### src/rtl/icache_responder.sv
// Direct-mapped, one-word-per-frame instruction cache answering the datapath
// fetch port with zero-latency hits and single-outstanding memory fills.
module icache_responder #(
    parameter int SETS  = 16,
    parameter int IDX_W = 4,
    parameter int TAG_W = 26
) (
    input  logic        CLK,
    input  logic        nRST,
    input  logic        imemREN,
    input  logic [31:0] imemaddr,
    output logic        ihit,
    output logic [31:0] imemload,
    output logic        iREN,
    output logic [31:0] iaddr,
    input  logic        iwait,
    input  logic [31:0] iload,
    output logic [31:0] hit_count,
    output logic [31:0] miss_count
);

    typedef enum logic {
        IDLE,
        FETCH
    } state_t;

    state_t            state_reg;
    logic [31:0]       miss_addr_reg;
    logic [31:0]       hit_count_reg;
    logic [31:0]       miss_count_reg;

    logic              valid_reg [SETS];
    logic [TAG_W-1:0]  tag_mem   [SETS];
    logic [31:0]       data_mem  [SETS];

    logic [IDX_W-1:0]  req_idx;
    logic [TAG_W-1:0]  req_tag;
    logic [IDX_W-1:0]  fill_idx;
    logic [TAG_W-1:0]  fill_tag;
    logic              lookup_hit;
    logic              lookup_miss;
    logic              fetching;
    logic              fill_en;
    logic              addr_unused;

    assign req_idx     = imemaddr[IDX_W+1:2];
    assign req_tag     = imemaddr[31:IDX_W+2];
    assign fill_idx    = miss_addr_reg[IDX_W+1:2];
    assign fill_tag    = miss_addr_reg[31:IDX_W+2];
    assign addr_unused = ^imemaddr[1:0];

    assign fetching    = (state_reg == FETCH);
    assign fill_en     = fetching && !iwait;

    // Lookup is only meaningful in IDLE; a FETCH cycle never reports a hit.
    assign lookup_hit  = (state_reg == IDLE) && imemREN && valid_reg[req_idx]
                         && (tag_mem[req_idx] == req_tag);
    assign lookup_miss = (state_reg == IDLE) && imemREN && !lookup_hit;

    assign ihit       = lookup_hit;
    assign imemload   = lookup_hit ? data_mem[req_idx] : 32'h0;
    assign iREN       = fetching;
    assign iaddr      = fetching ? miss_addr_reg : 32'h0;
    assign hit_count  = hit_count_reg;
    assign miss_count = miss_count_reg;

    // Valid bits are the only frame state cleared by reset, so a fill
    // interrupted by reset leaves its frame invalid.
    generate
        for (genvar gi = 0; gi < SETS; gi++) begin : g_valid
            always_ff @(posedge CLK or negedge nRST) begin
                if (!nRST) begin
                    valid_reg[gi] <= 1'b0;
                end else if (fill_en && (fill_idx == IDX_W'(gi))) begin
                    valid_reg[gi] <= 1'b1;
                end
            end
        end
    endgenerate

    always_ff @(posedge CLK) begin
        if (fill_en) begin
            tag_mem[fill_idx]  <= fill_tag;
            data_mem[fill_idx] <= iload;
        end
    end

    always_ff @(posedge CLK or negedge nRST) begin
        if (!nRST) begin
            state_reg      <= IDLE;
            miss_addr_reg  <= 32'h0;
            hit_count_reg  <= 32'h0;
            miss_count_reg <= 32'h0;
        end else begin
            if (lookup_hit) begin
                hit_count_reg <= hit_count_reg + 32'd1;
            end
            case (state_reg)
                IDLE: begin
                    if (lookup_miss) begin
                        miss_addr_reg  <= {imemaddr[31:2], 2'b00};
                        miss_count_reg <= miss_count_reg + 32'd1;
                        state_reg      <= FETCH;
                    end
                end
                FETCH: begin
                    // The fill targets the latched address even if the
                    // datapath has since moved on.
                    if (!iwait) begin
                        state_reg <= IDLE;
                    end
                end
                default: state_reg <= IDLE;
            endcase
        end
    end

endmodule

### config.mk
export PLATFORM = sky130hd
export DESIGN_NAME = icache_responder
export DESIGN_NICKNAME = d
export VERILOG_FILES = /design/src/rtl/icache_responder.sv
export SDC_FILE = /design/constraint.sdc
export NUM_CORES = 1
export LEC_CHECK = 0
export CORE_ASPECT_RATIO = 0.8
export CORE_MARGIN = 2
export CORE_UTILIZATION = 47
export DETAILED_ROUTE_END_ITERATION = 10
export GPL_TIMING_DRIVEN = 1
export MAX_ROUTING_LAYER = met4
export SLEW_MARGIN = 20
export SYNTH_ARGS = -nofsm -noshare
export SYNTH_HDL_FRONTEND = slang
export SYNTH_SLANG_ARGS = --single-unit
export TNS_END_PERCENT = 30
### constraint.sdc
create_clock -name CLK -period 8.6 [get_ports CLK]
set_clock_uncertainty 0.05 [all_clocks]
set_input_delay 1.72 -clock CLK [delete_from_list [all_inputs] [get_ports CLK]]
set_output_delay 1.72 -clock CLK [all_outputs]
set_load 0.02 [all_outputs]
* After elaboration in Yosys (flattened, before gate mapping)
Memories as Yosys holds them, arrays and structs flattened. Cells that the tools add are included.
Word-level totals: memories kept 2, bits of input ports 68, register bits 111, logic and storage cells 78, output and inout bits 130, RAM bits 928
Memories:
- data_mem | words 16, width 32, read ports 1, clocked after memory_dff 0, write ports 1, RTL line 34 | logic [31:0] data_mem [SETS];
- tag_mem | words 16, width 26, read ports 1, clocked after memory_dff 0, write ports 1, RTL line 33 | logic [TAG_W-1:0] tag_mem [SETS];
Operators by class: bitwise logic cells 2, reductions and logical operators 25, add/subtract/negate cells 2, magnitude comparators 1, equal/unequal tests 16, mux-type cells 10
Operator list (count):
- $add 32x1->32 const B | 2
- $mux 32 | 2
- $eq 4x4->1 const B | 8
- $eq 26x26->1 | 1
- $logic_and 1x1->1 | 21
- $eq 4x3->1 const B | 4
- $eq 4x2->1 const B | 2
- $mux 1 | 6
- $ge 5x5->1 const B | 1
- $not 4->5 | 1
- $bmux 1 s4 | 1
- $eq 4x1->1 const B | 1
- $logic_not 4->1 | 1
- $logic_not 1->1 | 2
- $pmux 1 s2 | 1
- $reduce_and 2->1 | 1
- $not 1->1 | 1

* Logic depth before layout (Yosys ltp)
Gate-level depths: netlist of the first run.
word-level depth 10, depth in mapped cells 16, depth with buffers taken out 10

* Least setup slack after synthesis of the first run
OpenSTA, ideal clock, no wires.
path kind input -> output, start in imemaddr[2], end out imemload[12], stages 15, setup slack 1696 ps, path buffers 6, required time 6830 ps, arrival 5134 ps, path through buf_4 buf_2 buf_2 mux4_2 mux2i_1 mux2i_1 xor2_1 nor4_1 nand3_1 or4b_1 buf_6 inv_4 buf_2 clkbuf_1 and2_1
On the way: longest elaborated chain between the ends 7, elaborated cells on any way between the ends 10, classes of those cells 1 x eq/ne; 4 x mux; 1 x bitwise; 2 x reduce/logical; 2 x memory
Ends and longest elaborated chain:
- start, declared | RTL line 11 | input logic [31:0] imemaddr,
- branches (longest 6 deep; another with $mem_v2 16x26)
- $mux 32 * | RTL line 61 | assign imemload = lookup_hit ? data_mem[req_idx] : 32'h0;
- end, declared | RTL line 13 | output logic [31:0] imemload,
Mark *: on every way between the ends. The select of a mux whose other input is x is not followed.

* Final worst setup path of the first run
start in imemaddr[2], end out imemload[18]
The elaborated chain is that of the path after synthesis.

==> metrics, run 1 <==
status=finished clean; Top Metal Used=met4; Yosys top cell by area=edfxtp_1; multiplexer share of the synthesized area=0.174; Bufs on Longest Clock Path=3; top-count cell post-synth=edfxtp_1; Seq cells post-synth=1,039; Critical Path Max Stage Delay=slightly below 0.7 ns; clock insertion delay at the later pin of the skew report=roughly 0.66 ns; Tightest Pin Transition=approximately 1.1 ns; TritonCTS buffer count=about 100; DR vias=between 15,000 and 20,000; Adder-Cell Fraction of Synth Area=0.000615; final-layout fill cell count=roughly 6,400; die width=about 330 um; Seq/Total Area, Yosys=0.753; TritonCTS clock tree=done; achievable frequency=between 100 and 150 MHz; GPL Wtd Cong=0.771; warning count from the yosys run=0; num ports=slightly below 200; hold buffer count at cts=0; most flop-heavy register=data_mem; VDD IR max=roughly 170 uV; total track usage=0.215; Netlist cell types=between 50 and 60; Initial Utilization=0.475; post-route setup TNS=0 ns; met3 wire len=around 5.4 mm; Syn Area/Cell=about 22 um^2; Finished Core Util=0.554; layout cell share with drive strength beyond 1=0.251; final-report setup violation count=0; Largest register FFs=approximately 500; Remaining DRCs=0; Metal-1 WL=39.7 mm; static leakage=0.0157 uW; fin crit period=between 8 and 9 ns; P per Cell Area=238 mW/mm^2; max_cap viols=0; setup ws final=0.548 ns; Final HPWL DP=47.2 mm; first-pass GRT wire length=~130 mm; dominant synthesized flop cell=edfxtp_1; metal2 WL=45.2 mm; largest family of logic cells by synthesized area=multiplexers; final hold violation count=0; Core Region=around 0.086 mm^2; initial antenna violation count=6; ANT nets after route=0; startpoint types=primary input; dpl ws=between 0.5 and 0.6 ns; RSZ-0062 raised after global routing=false; top-area cell type share of the netlist area=0.685; post-route insts no fill=between 3,000 and 4,000; register area=around 0.03 mm^2; Synth Area in Simple Gates=0.0373; clock slew at reported path FFs=~0.060 ns; Worst setup EP type=output port; post-CTS sizing=0; multi-input combinational cell area=0.00964 mm^2; root buffer cell=clkbuf_16; vias in the first global route=around 20,000; Post-CTS Setup Inserts=0; aggregate global routing overflow=0; Most common cell on crit path=mux2i_1; Req. time, crit path=6.83 ns; Post-synth top cells=edfxtp_1, mux4_2, dfrtp_1; Buf/Inv on CP=4; Post-Synth XOR/XNOR Area=0.0185; Die Footprint=just under 0.09 mm^2; Hold WC Path Type=register to register; crit-path cells=buf_8 -> buf_4 -> mux4_2 -> mux2i_1 -> mux2i_1 -> xnor2_1 -> nand4_1 -> nor2_1 -> or4b_2 -> inv_4 -> and2_1 -> clkdlybuf4s50_1; Post-synth EDFFs=between 900 and 1,000; DP Cell Count=about 3,100; Top Registers=data_mem: 512 flops, tag_mem: 416 flops; DRT Pass-1 Iters=8; row count=96; final wirelength=92.0 mm; ys async rst share=0.107; Max Slew Vio Count=0; fin nets=between 2,000 and 2,500; largest net degree at the start of global routing=66; most area-consuming cells after synthesis=edfxtp_1, mux4_2, dfrtp_1; Clock Sinks=a little over 1,000; Initial DRC Count=1,664; cells after synthesis=between 1,500 and 2,000; area grow syn2layout=16.7%; Min Hold Slack=~0.41 ns; DR vias/cell=5.81; Slowest cell on crit path=or4b_2; Max Fanout on Critical Path=43; H-tree levels=3; CP arrival=~6.3 ns; Crit Path Class=primary input to output port; Synth Area in Compound Gates=0.00375; Post-Syn Area=0.0407 mm^2; routed len/inst=approximately 28 um; port buffer count=between 150 and 200; Slew HR=0.275; Die Y=267 um; period utilization=0.936; Top delay family on crit path=buffers and inverters
## final timing paths
kind	slack [ns]	cells after the start	from	endpoint
worst min-delay path	0.41	1	valid_reg[1]$_DFFE_PN0P_	valid_reg[1]$_DFFE_PN0P_
worst max-delay path	0.55	12	imemaddr[2]	imemload[18]
worst min register to register	0.41	1	valid_reg[1]$_DFFE_PN0P_	valid_reg[1]$_DFFE_PN0P_
min in group asynchronous	1.03	1	nRST	miss_count[8]$_DFFE_PN0P_
max in group asynchronous	6.31	2	nRST	miss_addr_reg[28]$_DFFE_PN0P_
worst max register to register	3.71	12	tag_mem[7][4]$_DFFE_PP_	miss_addr_reg[14]$_DFFE_PN0P_
## layout by cell type, fill, tap and decap left out, drive strengths merged, types with 3 or more instances in the layout
cell type      synthesis  final
a21oi                  3      3
a22oi                  3      3
and2                  69     69
and3                  16     16
and4                   8      8
buf                   56     53
bufinv                 0     10
clkbuf                39    132
clkdlybuf4s50          0    188
clkinv                 2     42
clkinvlp               0      4
dfrtp                111    111
diode                  0      3
edfxtp               928    928
inv                   13     19
mux2                  33     33
mux2i                 52     52
mux4                 270    270
nand2                 25     25
nand2b                 3      3
nand3                 29     29
nand3b                 3      3
nand4                 15     15
nor2                  23     23
nor2b                  5      5
nor3                  25     25
nor4                   9      9
o21ai                  3      3
or2                   17     17
xnor2                 55     55
xor2                  31     31
## area by class of cell
cell class              instances  share of cell area
well taps                    1127              0.0297
clock inverters                60              0.0127
repair buffers                242              0.0499
diodes                          3            0.000158
multi-input cells             720               0.203
clock buffers                 131              0.0580
inverters                      15             0.00129
flip-flops and latches       1039               0.645
## kinds of logic (layout without fill, tap and decap cells)
kind of cell / after synthesis / in the layout
buffers and inverters: 110 / 448
AOI/OAI and AO/OA: 21 / 21
DFF: 1039 / 1039
muxes: 355 / 355
adders and majority gates: 2 / 2
xor gates and xnor gates: 86 / 86
and+or+nand+nor: 254 / 254
other: 1 / 5
## power by group
group          total [uW]  leakage [uW]  switching [uW]  internal, uW
combinational         859       0.00429             455           404
clock                4440       0.00164            1870          2570
sequential           6000       0.00975             191          5810
## worst reg2reg max path: stages (launching register included)
cell,delay [ns]
edfxtp_1,0.36
mux4_2,0.47
mux4_2,0.48
xor2_1,0.18
or3b_1,0.42
nor4_1,0.23
nand3_1,0.24
or4b_2,0.78
inv_4,0.45
buf_4,0.24
nor2_4,0.03
buf_4,0.35
mux2_1,0.48
## metal layers
| metal | GRT usage | up-vias |
|---|---|---|
| li1 | - | 8171 |
| met1 | 0.298 | 10441 |
| met2 | 0.340 | 626 |
| met3 | 0.0308 | 138 |
| met4 | 0.0542 | 0 |
| met5 | - | - |
## metrics by stage
stage	total power (uW)	instance area, um^2
6_report	11300	47500
5_1_grt	11700	47500
4_1_cts	11400	47500
3_5_place_dp	6980	44100
3_3_place_gp	6940	44100
2_1_floorplan	6560	40700
Note: power is estimated with default switching activity, not from simulation.
==> inputs of run 2 (changes only) <==
Settings changed: ABC_CLOCK_PERIOD_IN_PS set to 8600, HOLD_SLACK_MARGIN set to 0.05.
==> results of run 2 <==
Final layout, timing and power as in run 1 (identical DEF).
==> inputs of run 3 (changes only) <==
Settings changed: ABC_AREA set to 1.
==> run 3 against run 2 <==
Effect of this change: largest cell class unchanged; via count is 59% higher; highest routed layer unchanged; synthesized area up 8.9%; first-iteration DRC count is 100% higher; critical path type unchanged.
==> metrics, run 3 <==
status=finished clean; most flop-heavy register=data_mem; Max Fanout on Critical Path=40; DR vias=30,873; Internal Power=around 8700 uW; area grow syn2layout=14.9%; final wirelength=between 100 and 150 mm; min-delay src=valid_reg[8]$_DFFE_PN0P_; cells after synthesis=between 4,000 and 5,000; Worst setup EP type=output port; Top Registers=data_mem: 512 flops, tag_mem: 416 flops; static leakage=approximately 0.019 uW; sw frac=0.240; Hold WC Path Type=register to register; setup ws final=around 1.1 ns; CP arrival=slightly below 6 ns; warning count from the yosys run=0; Buf/Inv on CP=6; Largest register FFs=between 500 and 600; Final HPWL DP=about 66 mm; fin crit period=~7.5 ns; Top delay family on crit path=buffers and inverters; Syn Area/Cell=10.9 um^2; layout cell share with drive strength beyond 1=0.0573; row count=100; P per Cell Area=~220 mW/mm^2; largest net degree at the start of global routing=215; die width=~350 um; Critical Path Max Stage Delay=around 0.70 ns; Yosys top cell by area=edfxtp_1; Core Region=around 0.093 mm^2; RSZ-0062 raised after global routing=false; Post-CTS Setup Inserts=0; most area-consuming cells after synthesis=edfxtp_1, nand2_1, dfrtp_1; VDD IR max=147 uV; TritonCTS buffer count=roughly 100; Seq pwr share=0.521; max_cap viols=0; Finished Cell Area=0.0509 mm^2; DP Cell Count=between 5,000 and 6,000; vias in the first global route=approximately 29,000; H-tree levels=3; dominant synthesized flop cell=edfxtp_1; DRT Pass-1 Iters=5; clock slew at reported path FFs=roughly 0.06 ns; post-CTS sizing=0; Netlist cell types=34; post-route setup TNS=0 ns; Most common cell on crit path=buf_4; Die Y=between 200 and 300 um; Req. time, crit path=6.83 ns; ys async rst share=0.107; period utilization=0.877; most frequent cells in the layout=nand2_1, edfxtp_1, nand3_1; Seq cells post-synth=1,039; achievable frequency=approximately 130 MHz; Gate power share=0.080; port buffer count=around 190; Post-synth EDFFs=between 900 and 1,000; routed len/inst=between 20 and 25 um; post-route insts no fill=approximately 5,500; clock insertion delay at the later pin of the skew report=around 0.68 ns; hold path cells=2; aggregate global routing overflow=0; Tightest Pin Transition=1.15 ns; ANT nets after route=0; Crit Path Class=primary input to output port; reg2reg setup slack=4.40 ns; Initial DRC Count=3,343; fin nets=approximately 4,300; Clock power frac=0.399; Worst R2R End=miss_count[29]$_DFFE_PN0P_; RR Startpoint=iREN$_DFF_PN0_; Post-Syn Area=about 0.044 mm^2; Psw=approximately 2700 uW; hold buffer count at cts=0; final-report setup violation count=0; GPL Wtd Cong=0.940; root buffer cell=clkbuf_16; final hold violation count=0; Slew HR=0.231; TritonCTS clock tree=done; Bufs on Longest Clock Path=3; Die Footprint=0.0968 mm^2; Initial Utilization=0.476; Post-synth top cells=nand2_1, edfxtp_1, nand3_1; crit-path cells=buf_4 -> buf_4 -> buf_4 -> nand3_1 -> nand3_1 -> nand2_1 -> nor2_1 -> nand2_1 -> inv_1 -> nand2_1 -> nor2_1 -> nand2_2 -> buf_4 -> nor3_1 -> clkdlybuf4s50_1; top-area cell type share of the netlist area=0.629; dpl ws=~1.1 ns; worst hold path endpoint=valid_reg[8]$_DFFE_PN0P_; DR vias/cell=5.58; Max Slew Vio Count=0; top-count cell post-synth=nand2_1; total track usage=0.260; first-pass GRT wire length=roughly 180 mm; num ports=roughly 200; Placed Area=0.0475 mm^2; Clock Sinks=1,039; Remaining DRCs=0; R2R depth=11; startpoint types=primary input; Slowest cell on crit path=clkdlybuf4s50_1; initial antenna violation count=1; Seq/Total Area, Yosys=0.691; most common cell after layout, fill and taps aside=nand2_1
==> run 3: worst register-to-register path: cells and delay by family, from the launching register on <==
family | cells | cell delay, ns
flops | 1 | 0.77
buf+inv | 2 | 0.44
simple gates | 9 | 2.86
==> run 3: through the flow <==
step	total power, uW	utilization	hold slack, ns
after floorplan	6500	-	0.377
after global placement	6940	0.510	0.389
after detailed placement	6950	0.510	0.397
after CTS	11500	0.546	0.411
after global routing	11800	0.546	0.429
final	11400	0.546	0.405
==> run 3: worst max-delay path by stage <==
| stage | start | endpoint | slack [ns] | cells after the start |
|---|---|---|---|---|
| after CTS | imemaddr[5] | imemload[10] | 1.08 | 15 |
| after floorplan | imemaddr[2] | imemload[10] | 3.00 | 19 |
| final | imemaddr[5] | imemload[30] | 1.06 | 15 |
| after detailed placement | imemaddr[5] | imemload[30] | 1.10 | 15 |
| after global routing | imemaddr[2] | imemload[10] | 0.96 | 18 |
| after global placement | imemaddr[5] | imemload[10] | 1.10 | 15 |
==> run 3: layout make-up <==
cell class | instances | area [um^2]
Antenna cell | 1 | 2.50
Clock buffer | 148 | 2880
Clock inverter | 47 | 522
Fill cell | 7984 | 42300
Inverter | 304 | 1160
Multi-Input combinational cell | 2513 | 11600
Sequential cell | 1039 | 30600
Tap cell | 1224 | 1530
Timing Repair Buffer | 257 | 2560
==> run 3: cell families (layout without fill, tap and decap cells) <==
logic type | Yosys count | count (layout) | synth area share
DFF | 1039 | 1039 | 0.691
other | 1 | 3 | 0.0000846
AOI/OAI and AO/OA | 435 | 435 | 0.0609
and+or+nand+nor | 2032 | 2032 | 0.190
xor gates and xnor gates | 42 | 42 | 0.00830
buffers and inverters | 532 | 756 | 0.0494
adders and majority gates | 2 | 2 | 0.000564
==> run 3: routing by layer <==
metal	wire length [um]	GRT usage	part of all wire	vias up
met1	56200	0.382	0.46	15244
met4	2310	0.0555	0.019	0
met3	8470	0.0324	0.069	153
met5	0	-	0	-
li1	-	-	-	14370
met2	56100	0.392	0.46	1106
==> run 3: power groups by stage <==
stage / clock network, uW / logic, uW / registers [uW]
floorplan: 0 / 528 / 5980
global placement: 0 / 902 / 6030
detailed placement: 0 / 910 / 6040
CTS: 4610 / 913 / 5940
global route: 4810 / 1010 / 5960
finish: 4540 / 914 / 5930
